[config.mk]
export PLATFORM = sky130hd
export DESIGN_NAME = prog_loader
export DESIGN_NICKNAME = d
export VERILOG_FILES = /design/src/rtl/prog_loader.sv
export SDC_FILE = /design/constraint.sdc
export NUM_CORES = 1
export LEC_CHECK = 0
export CORE_ASPECT_RATIO = 1.25
export CORE_MARGIN = 2
export CORE_UTILIZATION = 42
export DETAILED_ROUTE_END_ITERATION = 8
export HOLD_SLACK_MARGIN = 0.05
export SLEW_MARGIN = 20
export SYNTH_ARGS = -nofsm -noshare
export SYNTH_HDL_FRONTEND = slang
export SYNTH_SLANG_ARGS = --single-unit
[constraint.sdc]
create_clock -name clk -period 6 [get_ports clk]
set_clock_uncertainty 0.2 [all_clocks]
set_input_delay 0.6 -clock clk [delete_from_list [all_inputs] [get_ports clk]]
set_output_delay 0.6 -clock clk [all_outputs]
set_load 0.02 [all_outputs]
[src/rtl/prog_loader.sv]
`default_nettype none
// ============================================================================
// Module   : prog_loader
// Purpose  : Framed byte-stream loader that fills instruction memory and
//            holds the CPU while a load session is in progress.
// Revision : 1.0
// ============================================================================
module prog_loader #(
  parameter int INSTR_BYTES    = 3,
  parameter int ADDR_W         = 8,
  parameter int TIMEOUT_CYCLES = 1000000
) (
  input  logic                     clk,
  input  logic                     rst,
  input  logic                     start,
  input  logic                     in_valid,
  input  logic [7:0]               in_data,
  output logic                     in_ready,
  output logic                     wr_enable,
  output logic [ADDR_W-1:0]        wr_addr,
  output logic [8*INSTR_BYTES-1:0] wr_data,
  output logic                     cpu_hold,
  output logic                     busy,
  output logic                     done,
  output logic                     error
);

  localparam int c_WORD_W = 8 * INSTR_BYTES;
  localparam int c_IDX_W  = (INSTR_BYTES > 1) ? $clog2(INSTR_BYTES) : 1;
  localparam int c_TO_W   = $clog2(TIMEOUT_CYCLES + 1);
  localparam logic [c_IDX_W-1:0] c_LAST_IDX = c_IDX_W'(INSTR_BYTES - 1);
  localparam logic [c_TO_W-1:0]  c_TO_LAST  = c_TO_W'(TIMEOUT_CYCLES - 1);

  localparam logic [2:0] c_ST_IDLE  = 3'd0;
  localparam logic [2:0] c_ST_LEN   = 3'd1;
  localparam logic [2:0] c_ST_DATA  = 3'd2;
  localparam logic [2:0] c_ST_CHECK = 3'd3;
  localparam logic [2:0] c_ST_OK    = 3'd4;
  localparam logic [2:0] c_ST_FAIL  = 3'd5;

  logic [2:0]          state_q, state_d;
  logic [8:0]          length_q, length_d;
  logic [8:0]          words_q, words_d;
  logic [ADDR_W-1:0]   addr_q, addr_d;
  logic [c_IDX_W-1:0]  idx_q, idx_d;
  logic [c_WORD_W-9:0] word_q, word_d;
  logic [7:0]          chk_q, chk_d;
  logic [c_TO_W-1:0]   to_q, to_d;
  logic                wr_en_q, wr_en_d;
  logic [ADDR_W-1:0]   wr_addr_q, wr_addr_d;
  logic [c_WORD_W-1:0] wr_data_q, wr_data_d;
  logic                done_q, done_d;
  logic                error_q, error_d;
  logic                hold_q, hold_d;

  logic                w_active;
  logic                w_accept;
  logic [c_WORD_W-1:0] w_shift;

  // State register
  always_ff @(posedge clk or posedge rst) begin
    if (rst) begin
      state_q   <= c_ST_IDLE;
      length_q  <= '0;
      words_q   <= '0;
      addr_q    <= '0;
      idx_q     <= '0;
      word_q    <= '0;
      chk_q     <= '0;
      to_q      <= '0;
      wr_en_q   <= 1'b0;
      wr_addr_q <= '0;
      wr_data_q <= '0;
      done_q    <= 1'b0;
      error_q   <= 1'b0;
      hold_q    <= 1'b0;
    end else begin
      state_q   <= state_d;
      length_q  <= length_d;
      words_q   <= words_d;
      addr_q    <= addr_d;
      idx_q     <= idx_d;
      word_q    <= word_d;
      chk_q     <= chk_d;
      to_q      <= to_d;
      wr_en_q   <= wr_en_d;
      wr_addr_q <= wr_addr_d;
      wr_data_q <= wr_data_d;
      done_q    <= done_d;
      error_q   <= error_d;
      hold_q    <= hold_d;
    end
  end

  // Next-state logic
  always_comb begin
    state_d   = state_q;
    length_d  = length_q;
    words_d   = words_q;
    addr_d    = addr_q;
    idx_d     = idx_q;
    word_d    = word_q;
    chk_d     = chk_q;
    to_d      = to_q;
    wr_en_d   = 1'b0;
    wr_addr_d = wr_addr_q;
    wr_data_d = wr_data_q;
    done_d    = done_q;
    error_d   = error_q;
    hold_d    = hold_q;
    w_accept  = w_active && in_valid;
    w_shift   = {word_q, in_data};

    case (state_q)
      c_ST_IDLE: begin
        if (start) begin
          state_d = c_ST_LEN;
          addr_d  = '0;
          words_d = '0;
          idx_d   = '0;
          chk_d   = '0;
          to_d    = '0;
          done_d  = 1'b0;
          error_d = 1'b0;
          hold_d  = 1'b1;
        end
      end
      c_ST_LEN: begin
        if (w_accept) begin
          length_d = (in_data == 8'd0) ? 9'd256 : {1'b0, in_data};
          chk_d    = chk_q ^ in_data;
          state_d  = c_ST_DATA;
        end
      end
      c_ST_DATA: begin
        if (w_accept) begin
          word_d = w_shift[c_WORD_W-9:0];
          chk_d  = chk_q ^ in_data;
          if (idx_q == c_LAST_IDX) begin
            idx_d     = '0;
            wr_en_d   = 1'b1;
            wr_addr_d = addr_q;
            wr_data_d = w_shift;
            words_d   = words_q + 9'd1;
            // The final word leaves addr in place so it never runs past the image.
            if (words_q + 9'd1 == length_q) begin
              state_d = c_ST_CHECK;
            end else begin
              addr_d = addr_q + 1'b1;
            end
          end else begin
            idx_d = idx_q + 1'b1;
          end
        end
      end
      c_ST_CHECK: begin
        if (w_accept) begin
          state_d = (in_data == chk_q) ? c_ST_OK : c_ST_FAIL;
        end
      end
      default: state_d = c_ST_IDLE;
    endcase

    if (w_active) begin
      if (w_accept) begin
        to_d = '0;
      end else if (to_q == c_TO_LAST) begin
        to_d    = '0;
        state_d = c_ST_FAIL;
      end else begin
        to_d = to_q + 1'b1;
      end
    end

    // cpu_hold is only released by a successful session.
    if (state_d == c_ST_OK) begin
      done_d = 1'b1;
      hold_d = 1'b0;
    end
    if (state_d == c_ST_FAIL) begin
      error_d = 1'b1;
    end
  end

  // Output logic
  always_comb begin
    w_active  = (state_q == c_ST_LEN) || (state_q == c_ST_DATA) ||
                (state_q == c_ST_CHECK);
    in_ready  = w_active;
    busy      = w_active;
    wr_enable = wr_en_q;
    wr_addr   = wr_addr_q;
    wr_data   = wr_data_q;
    cpu_hold  = hold_q;
    done      = done_q;
    error     = error_q;
  end

endmodule
`default_nettype wire
==> flow_summary.toml, run 1 <==
[outcome]
status = "finished, final reports clean"

[critical_path]
critPathMaxStageDelay_ps = 730
slowest_stage = "or2_2"
cp-end-kind = "flop"
path_class = "primary input to flop"
worstPathCellList = "clkdlybuf4s50_1 > nand4bb_1 > buf_4 > or2_2 > inv_2 > and2_1 > o21ai_0 > o31ai_1"
critPathLaunchType = "primary input"
reg2reg_from = "state_q[2]"
crit_arrival_ps = 3490
crit_start = "in_valid"
worstPathMaxFanout = 45
crit_required_ps = 6010

[detailed_routing]
vias = 4005
drtPass1Iterations = 4
wirelength_um = 11700
drcViolationCount = 0
ant_nets = 0
drtIter0Drc = 275
viasPerCell = 5.42
wl_per_cell_um = 15.8

[timing]
worst_pin_slew_ps = 924
finalCritPeriodShare = 0.580
slew_viol_final = 0
clock.fmax_mhz = 287
rsz0062_at_grt = "no"
finalCriticalPeriod_ps = 3480
hold_viol = 0
finalSetupViolations = 0
fin_hold_ws_ps = 269
fin_tns_setup_ps = 0
maxSlewHeadroom = 0.379

[final_layout]
n_fill_cell = 1163
synthToLayoutAreaGrowth_pct = 16.8
post-route-util = 0.506
drive_gt1_frac = 0.104
fin_nets = 585
n_antenna_cell = 0
fin_area_um2 = 6210
ff_latch_area_um2 = 2780
multi_input_area_um2 = 2370

[logic_synthesis]
async_flop_share = 1.00
syn_area_um2 = 5320
synth_edf_count = 0
yosys_warnings = 0
syn_area_per_cell_um2 = 9.92
synth_area_leaders = "dfrtp_1, nand2_1, mux2_2"
ys.flop_type = "dfrtp_1"
ys_seq_area_frac = 0.522
synth_cell_types = 62
synthCells = 536
synth_area_leader_cell = "dfrtp_1"
synth_top_area_frac = 0.522
ys_ff_latch = 111
syn-num-nets = 551

[place]
post-dp-hpwl_um = 7980
placed_cell_area_um2 = 5890
place_congestion = 0.813
portBuffers = 49

[global_route]
grt_max_degree = 64
overflow = 0
antenna_found_initial = 0
track_usage = 0.181
grt_pass1_vias = 3878
grt_pass1_wl_um = 19600

[power]
leakagePower_nw = 2.81
sw_frac_of_total = 0.352
internal-power_mw = 1.64
ir_drop_v = 0.000230
power.clock.fraction = 0.253
p_switching_uw = 888
powerDensity_nw_per_um2 = 407
pwr-share-comb = 0.321
p_seq_frac = 0.426

[run]
maxCapViolCount = 0

[cts]
clockBufferDepth = 2
htreeDepth = 3
cts_post_setup_buffers_inserted = 0
clk_pin_slew_ps = 80
clock_latency_ps = 350
postCtsResizedCells = 0
cts_hold_buf = 0
clock-sinks = 111
cts_buffers = 9
cts_root_buffer = "clkbuf_16"
cts_tree = "yes"

[floorplanning]
num_rows = 45
dieArea_um2 = 13600
start_util = 0.433
core_area_um2 = 12300
die_x_um = 105
dieHeight_um = 130
pin_count = 50

[min_path]
min_from = "word_q[12]"
holdCritPathClass = "flop to flop"
==> power by group through the flow <==
stage          Sequential, mW  Combinational (mW)  Clock, mW
2_1_floorplan            1.11               0.519          0
3_3_place_gp             1.09               0.800          0
3_5_place_dp             1.09               0.816          0
4_1_cts                  1.08               0.820      0.654
5_1_grt                  1.11               0.887      0.682
6_report                 1.08               0.810      0.639
==> Yosys cell counts (all sizes together) (7+ instances only) <==
library cell    n
o21ai          37
xor2           16
nor2           28
nand4          10
xnor2           8
a21oi          12
mux2           24
nor3            7
buf            16
inv             8
and3            7
clkbuf         12
nand2         122
nand2b         18
mux2i           8
nand3          23
dfrtp         111
==> state kept, by name, summed over array words and instances, names as in the netlist <==
name / cells
addr_q: 8
chk_q: 8
cpu_hold: 1
done: 1
error: 1
idx_q: 2
length_q: 9
state_q: 3
to_q: 20
word_q: 16
words_q: 9
wr_addr: 8
wr_data: 24
wr_enable: 1
==> area by class of cell <==
cell class / instances / area share
clock inverters: 7 / 0.0159
well taps: 164 / 0.0330
clock buffers: 9 / 0.0363
inverters: 8 / 0.00524
flip-flops and latches: 111 / 0.447
repair buffers: 51 / 0.0814
multi-input cells: 389 / 0.381
==> worst paths after layout <==
check / to / slack, ps / depth (start not counted)
worst min register to register: wr_data[20] / 270 / 2
max in group asynchronous: length_q[2] / 3920 / 3
min in group asynchronous: to_q[1] / 470 / 2
worst min-delay path: wr_data[20] / 270 / 2
worst max-delay path: words_q[3] / 2520 / 8
worst max register to register: words_q[3] / 2740 / 7
==> per-layer routing <==
| layer | part of all wire | global-route usage |
|---|---|---|
| met5 | 0 | 0 |
| met4 | 0.017 | 0.0745 |
| met3 | 0.031 | 0.0335 |
| met2 | 0.50 | 0.292 |
| met1 | 0.45 | 0.244 |
==> worst max-delay path: cells and delay by family <==
family | cells | cell delay, ps
AO/OA/AOI/OAI | 2 | 220
AND/OR/NAND/NOR | 3 | 1230
buffers and inverters | 3 | 1380
==> cells in the final DEF, fill, tap and decap left out, types with 3 or more instances in the layout <==
cell             netlist  final
and4_1                 4      4
nand2b_1              18     18
nor2_1                28     28
a21oi_1               11     11
nand3_1               23     23
o31ai_1                6      6
nor4_1                 4      4
o21ai_1                3      3
clkbuf_16              0      9
nand2_1              121    121
and3_1                 7      7
inv_1                  6      5
mux2_2                24     24
clkdlybuf4s50_1        0     49
a21o_1                 5      5
xor2_1                16     16
nand4_1               10     10
o21ai_0               34     34
mux2i_1                8      8
dfrtp_1              111    111
ha_1                   3      3
a31oi_1                6      6
xnor2_1                8      8
nor3_1                 7      7
==> per-stage QoR <==
step / setup slack [ps] / instances / power [mW]
global route: 2210 / 739 / 2.67
detailed placement: 2100 / 723 / 1.91
CTS: 2460 / 739 / 2.55
finish: 2520 / 739 / 2.53
global placement: 2180 / 723 / 1.89
floorplan: 2270 / 536 / 1.63
==> logic make-up after synthesis <==
group,synth area share
xor gates and xnor gates,0.0440
muxes,0.0659
adders and majority gates,0.00706
buffers and inverters,0.0327
AOI/OAI and AO/OA,0.105
and+or+nand+nor,0.223
DFF,0.522
Note: power is estimated with default switching activity, not from simulation.
==> run 2: changes to the inputs <==
==> constraint.sdc (replaced) <==
create_clock -name clk -period 3.06 [get_ports clk]
set_clock_uncertainty 0.2 [all_clocks]
set_input_delay 0.306 -clock clk [delete_from_list [all_inputs] [get_ports clk]]
set_output_delay 0.306 -clock clk [all_outputs]
set_load 0.02 [all_outputs]
==> flow_summary.toml, run 2 (synthesis results as in run 1) <==
[detailed_routing]
drtPass1Iterations = 4
ant_nets = 0
wl_met1_um = 5300
wl_per_cell_um = 16.0
highest_layer = "met4"
wirelength_um = 12000
vias = 4053
wl_met2_um = 6130
drtIter0Drc = 217
drcViolationCount = 0
met3RoutedLength_um = 372
viasPerCell = 5.42

[cts]
clock-sinks = 111
postCtsResizedCells = 0
clk_pin_slew_ps = 80
cts_hold_buf = 0
clock_latency_ps = 360
cts_root_buffer = "clkbuf_16"
cts_post_setup_buffers_inserted = 0
clockBufferDepth = 2
cts_tree = "yes"
htreeDepth = 3
cts_buffers = 9

[timing]
fin_tns_setup_ps = 0
hold_viol = 0
clock.fmax_mhz = 401
worst_pin_slew_ps = 688
slew_viol_final = 0
maxSlewHeadroom = 0.540
finalCritPeriodShare = 0.815
finalCriticalPeriod_ps = 2490
finalSetupViolations = 0
rsz0062_at_grt = "no"

[floorplanning]
core_area_um2 = 12300
pin_count = 50
start_util = 0.433
dieArea_um2 = 13600
die_x_um = 105
num_rows = 45
dieHeight_um = 130

[final_layout]
mostFrequentLayoutCells = "nand2_1, dfrtp_1, clkdlybuf4s50_1, o21ai_0, nor2_1"
largest_reg_flops = 24
layout_commonest_cell = "nand2_1"
synthToLayoutAreaGrowth_pct = 18.3
fin_area_um2 = 6290
fin_nets = 595
n_antenna_cell = 0
drive_gt1_frac = 0.118

[global_route]
grt_pass1_wl_um = 20200
track_usage = 0.187
overflow = 0
grt_pass1_vias = 4000
antenna_found_initial = 0
grt_max_degree = 34

[min_path]
holdCritPathClass = "primary input to asynchronous set/reset pin"

[place]
post-dp-hpwl_um = 8330
place_congestion = 0.799
placed_cell_area_um2 = 5990
portBuffers = 49

[critical_path]
cp-end-kind = "flop"
worstPathMaxFanout = 8
path_class = "flop to flop"
crit_arrival_ps = 2570
critPathLaunchType = "flop"
crit_required_ps = 3130

[power]
ir_drop_v = 0.000405
leakagePower_nw = 2.85
powerDensity_nw_per_um2 = 785

[outcome]
status = "finished, final reports clean"

[run]
maxCapViolCount = 0
run 2: worst max-delay path, stage by stage (launching register included):
cell and delay (ps):
dfrtp_1 470, ha_1 360, xor2_1 150, nor3_1 370
o21ai_1 200, o31ai_1 430, mux2i_1 250
run 2: area by class of cell:
cell class	count	area, µm²
Fill cell	1167	5980
Sequential cell	111	2780
Multi-Input combinational cell	389	2370
Timing Repair Buffer	61	606
Clock buffer	9	225
Tap cell	164	205
Clock inverter	6	77.6
Inverter	8	33.8
run 2: where the power goes:
part	internal, mW	switching, mW
clock	0.647	0.566
combinational	0.745	0.861
sequential	1.83	0.291
total	3.22	1.72
run 2: final timing paths:
| kind | cells after the start | startpoint | slack [ps] | end |
|---|---|---|---|---|
| min reg2reg | 2 | word_q[12] | 270 | wr_data[20] |
| min in group clk | 2 | word_q[12] | 270 | wr_data[20] |
| max in group asynchronous | 3 | rst | 1720 | length_q[1] |
| min | 2 | rst | 210 | wr_data[22] |
| max reg2reg | 6 | words_q[0] | 570 | addr_q[1] |
| max | 6 | words_q[0] | 570 | addr_q[1] |
run 2: routing by layer:
| metal | global-route usage | vias up |
|---|---|---|
| li1 | - | 1945 |
| met1 | 0.230 | 2024 |
| met2 | 0.326 | 70 |
| met3 | 0.0390 | 14 |
| met4 | 0.0729 | 0 |
| met5 | 0 | - |
run 2: stage by stage:
step	power (mW)	cells	worst slack [ps]	hold WS, ps	utilization
3_5_place_dp	3.76	733	523	247	0.488
2_1_floorplan	3.20	536	906	211	-
3_3_place_gp	3.71	733	559	246	0.488
4_1_cts	4.99	748	582	223	0.513
6_report	4.94	748	565	206	0.513
5_1_grt	5.24	748	457	257	0.513
==> run 3: changes to the inputs <==
==> constraint.sdc (replaced) <==
create_clock -name clk -period 2.1 [get_ports clk]
set_clock_uncertainty 0.2 [all_clocks]
set_input_delay 0.21 -clock clk [delete_from_list [all_inputs] [get_ports clk]]
set_output_delay 0.21 -clock clk [all_outputs]
set_load 0.02 [all_outputs]
==> flow_summary.toml, run 3 (synthesis results as in run 1) <==
[outcome]
status = "finished, violations left"
violations = "negative setup slack"

[cts]
clockBufferDepth = 2
htreeDepth = 3
cts_tree = "yes"
clock-sinks = 111
cts_hold_buf = 0
clk_pin_slew_ps = 80
cts_buffers = 9
cts_root_buffer = "clkbuf_16"
clock_latency_ps = 370

[detailed_routing]
vias = 4363
wirelength_um = 12900
ant_nets = 0
viasPerCell = 5.37
drtIter0Drc = 197
drcViolationCount = 0
drtPass1Iterations = 4
wl_per_cell_um = 15.9

[timing]
maxSlewHeadroom = 0.436
rsz0062_at_grt = "yes"
clock.fmax_mhz = 448
finalCriticalPeriod_ps = 2230
finalSetupViolations = 23
slew_viol_final = 0
worst_pin_slew_ps = 839
finalCritPeriodShare = 1.06
hold_viol = 0
fin_ws_ps = -133
fin_tns_setup_ps = -2290

[critical_path]
critPathLaunchType = "flop"
worstPathMaxFanout = 3
r2r-end = "to_q[3]"
r2r_slack_ps = -130
crit_required_ps = 2160
path_class = "flop to flop"
slowest_stage = "or4b_4"
critPathMaxStageDelay_ps = 530
crit_arrival_ps = 2290
critPathMostFrequentCell = "a21o_1"
reg2regPathDepth = 7
reg2reg_from = "to_q[11]"
worstPathCellList = "or4b_4 > nor4_4 > buf_4 > a21o_1 > buf_6 > nor3_1 > a21o_1"
cp-end-kind = "flop"

[run]
maxCapViolCount = 0

[floorplanning]
die_x_um = 105
pin_count = 50
num_rows = 45
start_util = 0.433
core_area_um2 = 12300
dieArea_um2 = 13600
dieHeight_um = 130

[place]
place_congestion = 0.812
post-dp-hpwl_um = 9110
portBuffers = 49

[min_path]
holdCritPathClass = "primary input to asynchronous set/reset pin"

[final_layout]
n_antenna_cell = 0
fin_nets = 658
synthToLayoutAreaGrowth_pct = 31.6
drive_gt1_frac = 0.252
layout_commonest_cell = "nand2_1"
mostFrequentLayoutCells = "nand2_1, dfrtp_1, buf_4, clkdlybuf4s50_1"
largest_reg_flops = 24

[global_route]
track_usage = 0.203
grt_pass1_vias = 4472
antenna_found_initial = 0
overflow = 0
grt_pass1_wl_um = 21800
grt_max_degree = 112

[power]
powerDensity_nw_per_um2 = 1100
ir_drop_v = 0.000564
leakagePower_nw = 3.21
p_total_mw = 7.68
## run 3: cell count changes in the layout (fill, tap and decap cells not counted), moves of 3 or more
cell	change
buf_6	+5
o21ai_0	-8
o21ai_1	+5
buf_4	+56
dfrtp_2	+6
nand3_2	+3
nand3_1	-3
dfrtp_1	-6
## run 3: power by group
part / internal (mW) / switching (mW) / leakage, nW
Combinational: 1.42 / 1.49 / 1.59
Sequential: 2.67 / 0.374 / 1.47
Clock: 0.845 / 0.885 / 0.145
## run 3: worst max path at each step
stage	startpoint	slack (ps)	cells after the start	endpoint
after floorplan	words_q[0]	4	5	addr_q[2]
after global placement	in_data[7]	-350	7	state_q[0]
after detailed placement	in_data[7]	-390	7	state_q[0]
after CTS	to_q[6]	-130	6	to_q[8]
after global routing	to_q[8]	-210	7	to_q[3]
final	to_q[11]	-130	7	to_q[3]
## run 3: repair_timing
action,CTS,global route
endpoints found under the setup margin,39,58
gates resized for setup,27,28
pin swaps,15,14
cloned,0,0
setup buffers,2,4
## run 3: layout make-up
class,instances,area (µm²)
clock buffer,9,225
clock inverter,7,76.3
fill,1148,5280
inverter,8,36.3
multi-input combinational,389,2550
sequential,111,2790
tap,164,205
timing repair buffer,124,1120
## run 3: stage by stage
step           utilization  cells  worst slack (ps)  hold WS [ps]  area, µm²
2_1_floorplan            -    536              4.32           115       5330
3_3_place_gp         0.525    790              -353           253       6450
3_5_place_dp         0.525    790              -392           260       6450
4_1_cts              0.560    808              -133           195       6870
5_1_grt              0.570    812              -214           247       7000
6_report             0.570    812              -133           144       7000
## run 3: metal layers
layer	GRT usage	vias to the layer above	wire, µm
li1	-	2074	-
met1	0.246	2183	5510
met2	0.356	78	6610
met3	0.0285	28	383
met4	0.107	0	391
met5	0	-	0
## run 3: worst max-delay path, delay by kind of cell, from the launching register on
kind	cells	cell delay, ps
AND/OR/NAND/NOR	3	960
flip-flops	1	400
AO/OA/AOI/OAI	2	290
buffers and inverters	2	280
